===== src/rtl/reaction_game_core.sv =====
// Reaction game controller: latches a random target, counts a display number up at a
// mode-dependent rate, freezes it on select and scores the absolute error over a game.
module reaction_game_core #(
  parameter int unsigned NUM_W         = 14,
  parameter int unsigned MAX_NUM       = 9999,
  parameter int unsigned N_MODES       = 3,
  parameter int unsigned MODE_RESET    = 1,
  parameter int unsigned TICK_BASE     = 100000,
  parameter int unsigned TCNT_W        = 24,
  parameter int unsigned ROUNDS        = 3,
  parameter int unsigned LED_W         = 16,
  parameter int unsigned LED_STEP_LOG2 = 6,
  parameter int unsigned SCORE_W       = 16
) (
  input  logic               clk,
  input  logic               rst_n,
  input  logic               btn_up,
  input  logic               btn_down,
  input  logic               btn_sel,
  input  logic [NUM_W-1:0]   rand_val,
  output logic [2:0]         state,
  output logic [1:0]         mode,
  output logic [NUM_W-1:0]   number,
  output logic [LED_W-1:0]   led,
  output logic [3:0]         round,
  output logic [SCORE_W-1:0] total
);

  typedef enum logic [2:0] {
    StIdle   = 3'd0,
    StTarget = 3'd1,
    StRun    = 3'd2,
    StResult = 3'd3,
    StDone   = 3'd4
  } state_e;

  localparam logic [1:0]         ModeMax    = 2'(N_MODES - 1);
  localparam logic [NUM_W-1:0]   MaxNum     = NUM_W'(MAX_NUM);
  localparam logic [TCNT_W-1:0]  TickBase   = TCNT_W'(TICK_BASE);
  localparam logic [3:0]         RoundLast  = 4'(ROUNDS - 1);
  localparam logic [SCORE_W-1:0] MaxNumS    = SCORE_W'(MAX_NUM);
  localparam logic [SCORE_W-1:0] GoodThresh = SCORE_W'(ROUNDS << LED_STEP_LOG2);

  state_e             state_q, state_d;
  logic [1:0]         mode_q, mode_d;
  logic [NUM_W-1:0]   number_q, number_d;
  logic [NUM_W-1:0]   target_q, target_d;
  logic [LED_W-1:0]   led_q, led_d;
  logic [3:0]         round_q, round_d;
  logic [SCORE_W-1:0] total_q, total_d;
  logic [TCNT_W-1:0]  tick_q, tick_d;
  logic               up_q, down_q, sel_q;

  logic               up_press, down_press, sel_press;
  logic [NUM_W-1:0]   rand_clamp, err, err_steps, total_clamp;
  logic [TCNT_W-1:0]  period_m1;
  logic [SCORE_W:0]   total_sum;
  logic [SCORE_W-1:0] total_sat;
  logic [LED_W-1:0]   led_bar;

  assign up_press   = btn_up & ~up_q;
  assign down_press = btn_down & ~down_q;
  assign sel_press  = btn_sel & ~sel_q;

  always_comb begin
    rand_clamp  = (rand_val > MaxNum) ? MaxNum : rand_val;
    period_m1   = (TickBase << (ModeMax - mode_q)) - TCNT_W'(1);
    err         = (number_q >= target_q) ? (number_q - target_q) : (target_q - number_q);
    err_steps   = err >> LED_STEP_LOG2;
    total_sum   = {1'b0, total_q} + (SCORE_W + 1)'(err);
    total_sat   = total_sum[SCORE_W] ? '1 : total_sum[SCORE_W-1:0];
    total_clamp = (total_q > MaxNumS) ? MaxNum : total_q[NUM_W-1:0];
    // Bit i is lit while i < LED_W - err_steps; fully dark once err_steps >= LED_W.
    for (int i = 0; i < int'(LED_W); i++) begin
      led_bar[i] = (i + int'(err_steps)) < int'(LED_W);
    end
  end

  always_comb begin
    state_d  = state_q;
    mode_d   = mode_q;
    number_d = number_q;
    target_d = target_q;
    led_d    = led_q;
    round_d  = round_q;
    total_d  = total_q;
    tick_d   = tick_q;
    unique case (state_q)
      StIdle: begin
        if (up_press && !down_press && mode_q != ModeMax) begin
          mode_d = mode_q + 2'd1;
        end else if (down_press && !up_press && mode_q != 2'd0) begin
          mode_d = mode_q - 2'd1;
        end
        if (sel_press) begin
          state_d  = StTarget;
          target_d = rand_clamp;
          number_d = rand_clamp;
          led_d    = '0;
        end
      end
      StTarget: begin
        if (sel_press) begin
          state_d  = StRun;
          number_d = '0;
          tick_d   = '0;
        end
      end
      StRun: begin
        // A select press wins over a same-cycle increment so the shown value is scored.
        if (sel_press) begin
          state_d = StResult;
          led_d   = led_bar;
          total_d = total_sat;
        end else if (tick_q == period_m1) begin
          tick_d   = '0;
          number_d = (number_q == MaxNum) ? '0 : number_q + NUM_W'(1);
        end else begin
          tick_d = tick_q + TCNT_W'(1);
        end
      end
      StResult: begin
        if (sel_press) begin
          if (round_q == RoundLast) begin
            state_d  = StDone;
            number_d = total_clamp;
            led_d    = (total_q < GoodThresh) ? '1 : '0;
          end else begin
            state_d  = StTarget;
            round_d  = round_q + 4'd1;
            target_d = rand_clamp;
            number_d = rand_clamp;
            led_d    = '0;
          end
        end
      end
      StDone: begin
        if (sel_press) begin
          state_d  = StIdle;
          round_d  = '0;
          total_d  = '0;
          number_d = '0;
          led_d    = '0;
        end
      end
      default: state_d = StIdle;
    endcase
  end

  always_ff @(posedge clk or negedge rst_n) begin
    if (!rst_n) begin
      state_q  <= StIdle;
      mode_q   <= 2'(MODE_RESET);
      number_q <= '0;
      target_q <= '0;
      led_q    <= '0;
      round_q  <= '0;
      total_q  <= '0;
      tick_q   <= '0;
      up_q     <= 1'b1;
      down_q   <= 1'b1;
      sel_q    <= 1'b1;
    end else begin
      state_q  <= state_d;
      mode_q   <= mode_d;
      number_q <= number_d;
      target_q <= target_d;
      led_q    <= led_d;
      round_q  <= round_d;
      total_q  <= total_d;
      tick_q   <= tick_d;
      up_q     <= btn_up;
      down_q   <= btn_down;
      sel_q    <= btn_sel;
    end
  end

  assign state  = state_q;
  assign mode   = mode_q;
  assign number = number_q;
  assign led    = led_q;
  assign round  = round_q;
  assign total  = total_q;

endmodule

===== config.mk =====
export PLATFORM = sky130hd
export DESIGN_NAME = reaction_game_core
export DESIGN_NICKNAME = d
export VERILOG_FILES = /design/src/rtl/reaction_game_core.sv
export SDC_FILE = /design/constraint.sdc
export NUM_CORES = 1
export LEC_CHECK = 0
export CORE_ASPECT_RATIO = 2
export CORE_MARGIN = 2
export CORE_UTILIZATION = 40
export DETAILED_ROUTE_END_ITERATION = 7
export PLACE_DENSITY_LB_ADDON = 0.12
export RECOVER_POWER = 100
export SLEW_MARGIN = 20
export SYNTH_ARGS = -nofsm -noshare
export SYNTH_HDL_FRONTEND = slang
export SYNTH_SLANG_ARGS = --single-unit

===== constraint.sdc =====
create_clock -name clk -period 5.2 [get_ports clk]
set_input_delay 0.78 -clock clk [delete_from_list [all_inputs] [get_ports clk]]
set_output_delay 0.78 -clock clk [all_outputs]
set_load 0.02 [all_outputs]

==> impl_metrics.env, run 1 <==
export IMPL_dpl_hpwl_um=19300
export IMPL_hold_violations=0
export IMPL_layout_common_cells="o21ai_0 (94), nand2_1 (93), dfrtp_1 (92)"
export IMPL_rsz0062_at_grt="false"
export IMPL_critPathMaxStageDelay_ps=520
export IMPL_hp_start="led[15]"
export IMPL_nFillCells=1822
export IMPL_required_ps=5450
export IMPL_numCtsBuffers=9
export IMPL_dr_pass1_iters=5
export IMPL_clockBufferDepth=2
export IMPL_grtUsageTotal_pct=25.7
export IMPL_drt_iter0_drc=293
export IMPL_route_detailed_drc=0
export IMPL_yosys_top_cells_area="dfrtp_1 (31%), ha_1 (8.9%), o21ai_0 (6.5%)"
export IMPL_max_freq_ghz=0.205
export IMPL_worstSetupPathType="reg2reg"
export IMPL_synth_async_reset_ratio_pct=100
export IMPL_crit_path_cell_trace="inv_1, ha_1, and4_1, nand2_1, a21o_1, nand2_4, mux2_2, a21oi_2, o21ai_0, a21oi_1, xnor2_1, ha_1, or3_1, o21ai_1, o21bai_1, o21a_1, a21oi_1, a31o_2, and3_1, buf_4, o21ai_0, nand2_1"
export IMPL_synth_nets=973
export IMPL_design_area_mm2=0.00875
export IMPL_cp_depth=22
export IMPL_nets=1050
export IMPL_setup_worst_path_start="number[7]"
export IMPL_outcome="finished with violations"
export IMPL_finalClockSkew_ps=13.8
export IMPL_routedWlPerCell_um=20.6
export IMPL_synth_compound_area_share_pct=23.7
export IMPL_h_tree_depth=3
export IMPL_ant_nets=0
export IMPL_yosys_area_share_simple_pct=21.0
export IMPL_num_io_pins=74
export IMPL_dieArea_mm2=0.0197
export IMPL_syn_avg_cell_area_um2=8.26
export IMPL_drv_cap=1
export IMPL_violations="max-capacitance violations, max-slew violations"
export IMPL_muxShareOfSynthArea_pct=2.21
export IMPL_synth_top_flop_cell="dfrtp_1"
export IMPL_reg2regPathDepth=22
export IMPL_synth_xor_area_share_pct=5.65
export IMPL_grt_overflow=0
export IMPL_worstMarginPinSlew_ps=3990
export IMPL_vias=6951
export IMPL_yosys_area_top_type="dfrtp_1"
export IMPL_clock_latency_ps=360
export IMPL_io_buffers=73
export IMPL_diodes=0
export IMPL_finalCritPeriodShare_pct=94.0
export IMPL_cp_start_kind="flop"
export IMPL_min_path_type="reg2reg"
export IMPL_cp_data_arrival_time_ps=5140
export IMPL_final_min_clock_period_ps=4890
export IMPL_die_w_um=100
export IMPL_slew_violations=73
export IMPL_clock_sinks=96
export IMPL_ys_warn_count=0
export IMPL_place_area_mm2=0.00844
export IMPL_root_buffer="clkbuf_16"
export IMPL_crit_fanout=10
export IMPL_die_y_um=197
export IMPL_tns_ps=0
export IMPL_grt_pass1_wl_um=38900
export IMPL_synth_seq_cells=96
export IMPL_rows=70
export IMPL_reg2reg_from="number[7]"
export IMPL_maxSlewHeadroom_pct=-166
export IMPL_synth_cell_types=70
export IMPL_fin_util_pct=48.0
export IMPL_cp_end_kind="flop"
export IMPL_synth_top_area_share_pct=31.0
export IMPL_clk_pin_slew_ps=80
export IMPL_synth_area_mm2=0.00741
export IMPL_core_mm2=0.0182
export IMPL_synth_edf_count=0
export IMPL_netlist_instances=898
export IMPL_synth_fa_ha_area_share_pct=9.75
export IMPL_drt_wl_total_um=24600
export IMPL_area_delta_synth_final_pct=18.0
export IMPL_grt_antenna_before_repair=0
export IMPL_routabilityCongestion=0.920
export IMPL_hold_depth=1
export IMPL_crit_buf_inv=2
export IMPL_start_util_pct=40.7
export IMPL_cpMaxStageDelayCell="ha_1"
export IMPL_holdWs_ps=503
export IMPL_seq_area_frac_synth_pct=32.5
export IMPL_layout_commonest_cell="o21ai_0"
export IMPL_viasPerCell=5.81
export IMPL_synth_top_family_by_area="compound AO/OA/AOI/OAI gates"
export IMPL_drive_gt1_share_pct=6.84
export IMPL_grt_pass1_vias=7301
export IMPL_finalSetupViolCount=0
export IMPL_critPathTopFamily="compound AO/OA/AOI/OAI gates"
export IMPL_cts_tree="done"
export IMPL_grt_max_degree=73
==> worst register-to-register path, cell delays in order (launching register included) <==
cell	delay [ps]
dfrtp_1	450
inv_1	80
ha_1	520
and4_1	280
nand2_1	90
a21o_1	240
nand2_4	140
mux2_2	350
a21oi_2	140
o21ai_0	110
a21oi_1	180
xnor2_1	140
ha_1	260
or3_1	310
o21ai_1	130
o21bai_1	160
o21a_1	170
a21oi_1	90
a31o_2	280
and3_1	230
buf_4	190
o21ai_0	180
nand2_1	70
==> flip-flops by register name (all words and copies together), names as in the netlist <==
| name | cells |
|---|---|
| down_q | 1 |
| sel_q | 1 |
| number | 14 |
| total | 16 |
| target_q | 14 |
| tick_q | 24 |
| led | 16 |
| state | 3 |
| round | 4 |
| mode | 2 |
| up_q | 1 |
==> cell usage after synthesis, types with 7 or more instances <==
library cell,n
mux2i_1,13
o21ai_0,97
nor2b_1,13
nand3_1,20
nand2_1,93
nor2_1,76
o21a_1,8
or3_1,8
xnor2_1,28
a211oi_1,17
a21oi_1,53
and3_1,12
a31oi_1,10
dfrtp_1,92
and2_1,8
nor3_1,25
nor4_1,8
inv_1,57
o22a_1,9
clkbuf_1,27
nand4_1,13
xor2_1,18
nor3b_1,7
a21o_1,16
ha_1,53
==> final timing paths <==
path	endpoint	slack (ps)
max reg2reg	total[8]	310
min reg2reg	led[15]	500
max	total[8]	310
max in group asynchronous	number[13]	1130
min	led[15]	500
min in group asynchronous	tick_q[22]	1810
==> logic make-up (layout without fill, tap and decap cells) <==
| family | count (synthesis) | count (layout) |
|---|---|---|
| buffers and inverters | 94 | 176 |
| adder cells (fa/ha/maj) | 56 | 56 |
| XOR/XNOR | 47 | 47 |
| flip-flops | 96 | 96 |
| AND/OR/NAND/NOR | 315 | 315 |
| AO/OA/AOI/OAI | 274 | 274 |
| multiplexers | 16 | 16 |
==> what timing repair did <==
| item | in CTS | in global routing |
|---|---|---|
| buffers inserted | 0 | 3 |
| setup endpoints to repair | 0 | 15 |
| resized for setup | 0 | 9 |
| hold buffers | 0 | 0 |
==> routing by layer <==
metal / global-route usage [%] / vias up / share of wire, %
li1: - / 3363 / -
met3: 2.80 / 70 / 2.5
met2: 50.0 / 151 / 57
met4: 15.5 / 0 / 5.5
met5: 0 / - / 0
met1: 24.9 / 3367 / 35
==> final cells by class <==
type / instances / area (µm²) / area share [%]
clock buffer: 13 / 250 / 2.86
clock inverter: 3 / 42.5 / 0.486
inverter: 57 / 214 / 2.44
multi-input combinational: 708 / 4630 / 53.0
sequential: 96 / 2410 / 27.5
tap: 216 / 270 / 3.09
timing repair buffer: 103 / 932 / 10.7
==> stage by stage <==
step | instances | worst slack, ps
final | 1196 | 313
after global routing | 1196 | 14.4
after floorplan | 898 | 96.5
after CTS | 1193 | 168
after detailed placement | 1177 | 196
after global placement | 1177 | 308
Power of run 1 is left out: the tool's default activity adds up to more than one toggle a clock period on the data nets, which glitch-free logic cannot reach.
==> run 2, diff against run 1 <==
--- a/config.mk
+++ b/config.mk
@@ -7,7 +7,7 @@
 export LEC_CHECK = 0
 export CORE_ASPECT_RATIO = 2
 export CORE_MARGIN = 2
-export CORE_UTILIZATION = 40
+export CORE_UTILIZATION = 53
 export DETAILED_ROUTE_END_ITERATION = 7
 export PLACE_DENSITY_LB_ADDON = 0.12
 export RECOVER_POWER = 100
==> impl_metrics.env, run 2 (synthesized netlist as in run 1, its figures left out) <==
export IMPL_max_freq_ghz=0.205
export IMPL_core_mm2=0.0138
export IMPL_layout_common_cells="o21ai_0 (99), nand2_1 (93), dfrtp_1 (90)"
export IMPL_dpl_hpwl_um=18000
export IMPL_finalSetupViolCount=0
export IMPL_final_min_clock_period_ps=4880
export IMPL_io_buffers=73
export IMPL_crit_fanout=15
export IMPL_numCtsBuffers=9
export IMPL_num_io_pins=74
export IMPL_start_util_pct=53.7
export IMPL_grt_overflow=0
export IMPL_worstSetupPathType="reg2reg"
export IMPL_grt_antenna_before_repair=0
export IMPL_hold_depth=2
export IMPL_clock_latency_ps=350
export IMPL_rows=61
export IMPL_cp_data_arrival_time_ps=5120
export IMPL_viasPerCell=6.04
export IMPL_ant_nets=0
export IMPL_clk_pin_slew_ps=70
export IMPL_routedWlPerCell_um=19.7
export IMPL_clockBufferDepth=2
export IMPL_nets=1051
export IMPL_required_ps=5440
export IMPL_worstHoldEndpoint="target_q[13]"
export IMPL_violations="max-capacitance violations, max-slew violations"
export IMPL_die_w_um=87.6
export IMPL_outcome="finished with violations"
export IMPL_drive_gt1_share_pct=6.93
export IMPL_grtUsageTotal_pct=31.4
export IMPL_grt_pass1_wl_um=36100
export IMPL_grt_pass1_vias=7183
export IMPL_clock_sinks=96
export IMPL_routabilityCongestion=0.973
export IMPL_cp_start_kind="flop"
export IMPL_min_path_type="reg2reg"
export IMPL_reg2reg_to="total[15]"
export IMPL_finalClockSkew_ps=7.82
export IMPL_regToRegSetupSlack_ps=320
export IMPL_hp_start="target_q[13]"
export IMPL_drt_iter0_drc=296
export IMPL_diodes=0
export IMPL_root_buffer="clkbuf_16"
export IMPL_tns_ps=0
export IMPL_seq_area_mm2=0.00241
export IMPL_dieArea_mm2=0.0150
export IMPL_grt_max_degree=68
export IMPL_setup_ws_ps=321
export IMPL_area_delta_synth_final_pct=17.9
export IMPL_multi_input_area_mm2=0.00463
export IMPL_maxSlewHeadroom_pct=-149
export IMPL_hold_violations=0
export IMPL_finalCritPeriodShare_pct=93.8
export IMPL_route_detailed_drc=0
export IMPL_cts_tree="done"
export IMPL_die_y_um=171
export IMPL_cp_end_kind="flop"
export IMPL_vias=7064
export IMPL_worstMarginPinSlew_ps=3740
export IMPL_fin_util_pct=63.3
export IMPL_reg2reg_from="number[1]"
export IMPL_largest_register_ffs=24
export IMPL_post_place_ws_ps=102
export IMPL_drv_cap=1
export IMPL_layout_commonest_cell="o21ai_0"
export IMPL_reg2regPathDepth=21
export IMPL_rsz0062_at_grt="false"
export IMPL_nFillCells=1247
export IMPL_largest_register="tick_q"
export IMPL_h_tree_depth=3
export IMPL_hold_buffers=0
export IMPL_drt_wl_total_um=23000
export IMPL_slew_violations=68
export IMPL_dr_pass1_iters=4
[run 2: worst max path at each step]
stage                     from   endpoint  slack, ps  cells past startpoint
finish               number[1]  total[15]        320                     21
global route        number[11]  total[15]         20                     21
CTS                  number[0]  total[15]         60                     23
detailed placement   number[0]  total[15]        100                     23
global placement     number[0]  total[15]        250                     23
floorplan            number[8]  total[10]        100                     25
[run 2: layout make-up]
class,count,area share (%)
multi-input cells,708,53.0
flip-flops and latches,96,27.6
repair buffers,104,10.7
well taps,189,2.71
clock buffers,10,2.62
inverters,57,2.45
clock inverters,6,1.03
[run 2: what timing repair did]
| action | 4_1_cts | 5_1_grt |
|---|---|---|
| resized for setup | 0 | 6 |
| setup endpoints to repair | 0 | 15 |
| buffers inserted | 0 | 1 |
| endpoints found under the hold margin | 0 | 0 |
[run 2: per-layer routing]
| layer | vias to the layer above | global-route usage, % | part of all wire (%) | wire length (µm) |
|---|---|---|---|---|
| met5 | - | 0 | 0 | 0 |
| met4 | 0 | 19.2 | 6.1 | 1400 |
| met3 | 77 | 4.17 | 3.2 | 740 |
| met2 | 207 | 59.1 | 55 | 12700 |
| met1 | 3395 | 31.4 | 36 | 8250 |
| li1 | 3385 | - | - | - |
[run 2: per-stage QoR]
| step | std cells | area [µm²] | hold WS, ps |
|---|---|---|---|
| final | 1170 | 8740 | 490 |
| after detailed placement | 1153 | 8430 | 474 |
| after global routing | 1170 | 8740 | 532 |
| after CTS | 1169 | 8750 | 493 |
| after global placement | 1153 | 8430 | 463 |
| after floorplan | 898 | 7410 | 450 |
[run 2: critical path, cell delays in order (launching register included)]
cell      delay [ps]
dfrtp_2          440
inv_1            170
ha_1             320
and4_1           220
a41o_4           300
a211oi_4         230
nand2_4          130
mux2_2           290
a21oi_1          190
o21ai_0          120
a21oi_1          180
xnor2_1          140
ha_1             290
or3_1            320
o21ai_0          130
o21bai_1         180
o21a_1           170
a21oi_1           90
a31o_2           280
and3_4           240
o21bai_1         160
a22o_1           180
Power of run 2 is left out for the same reason.
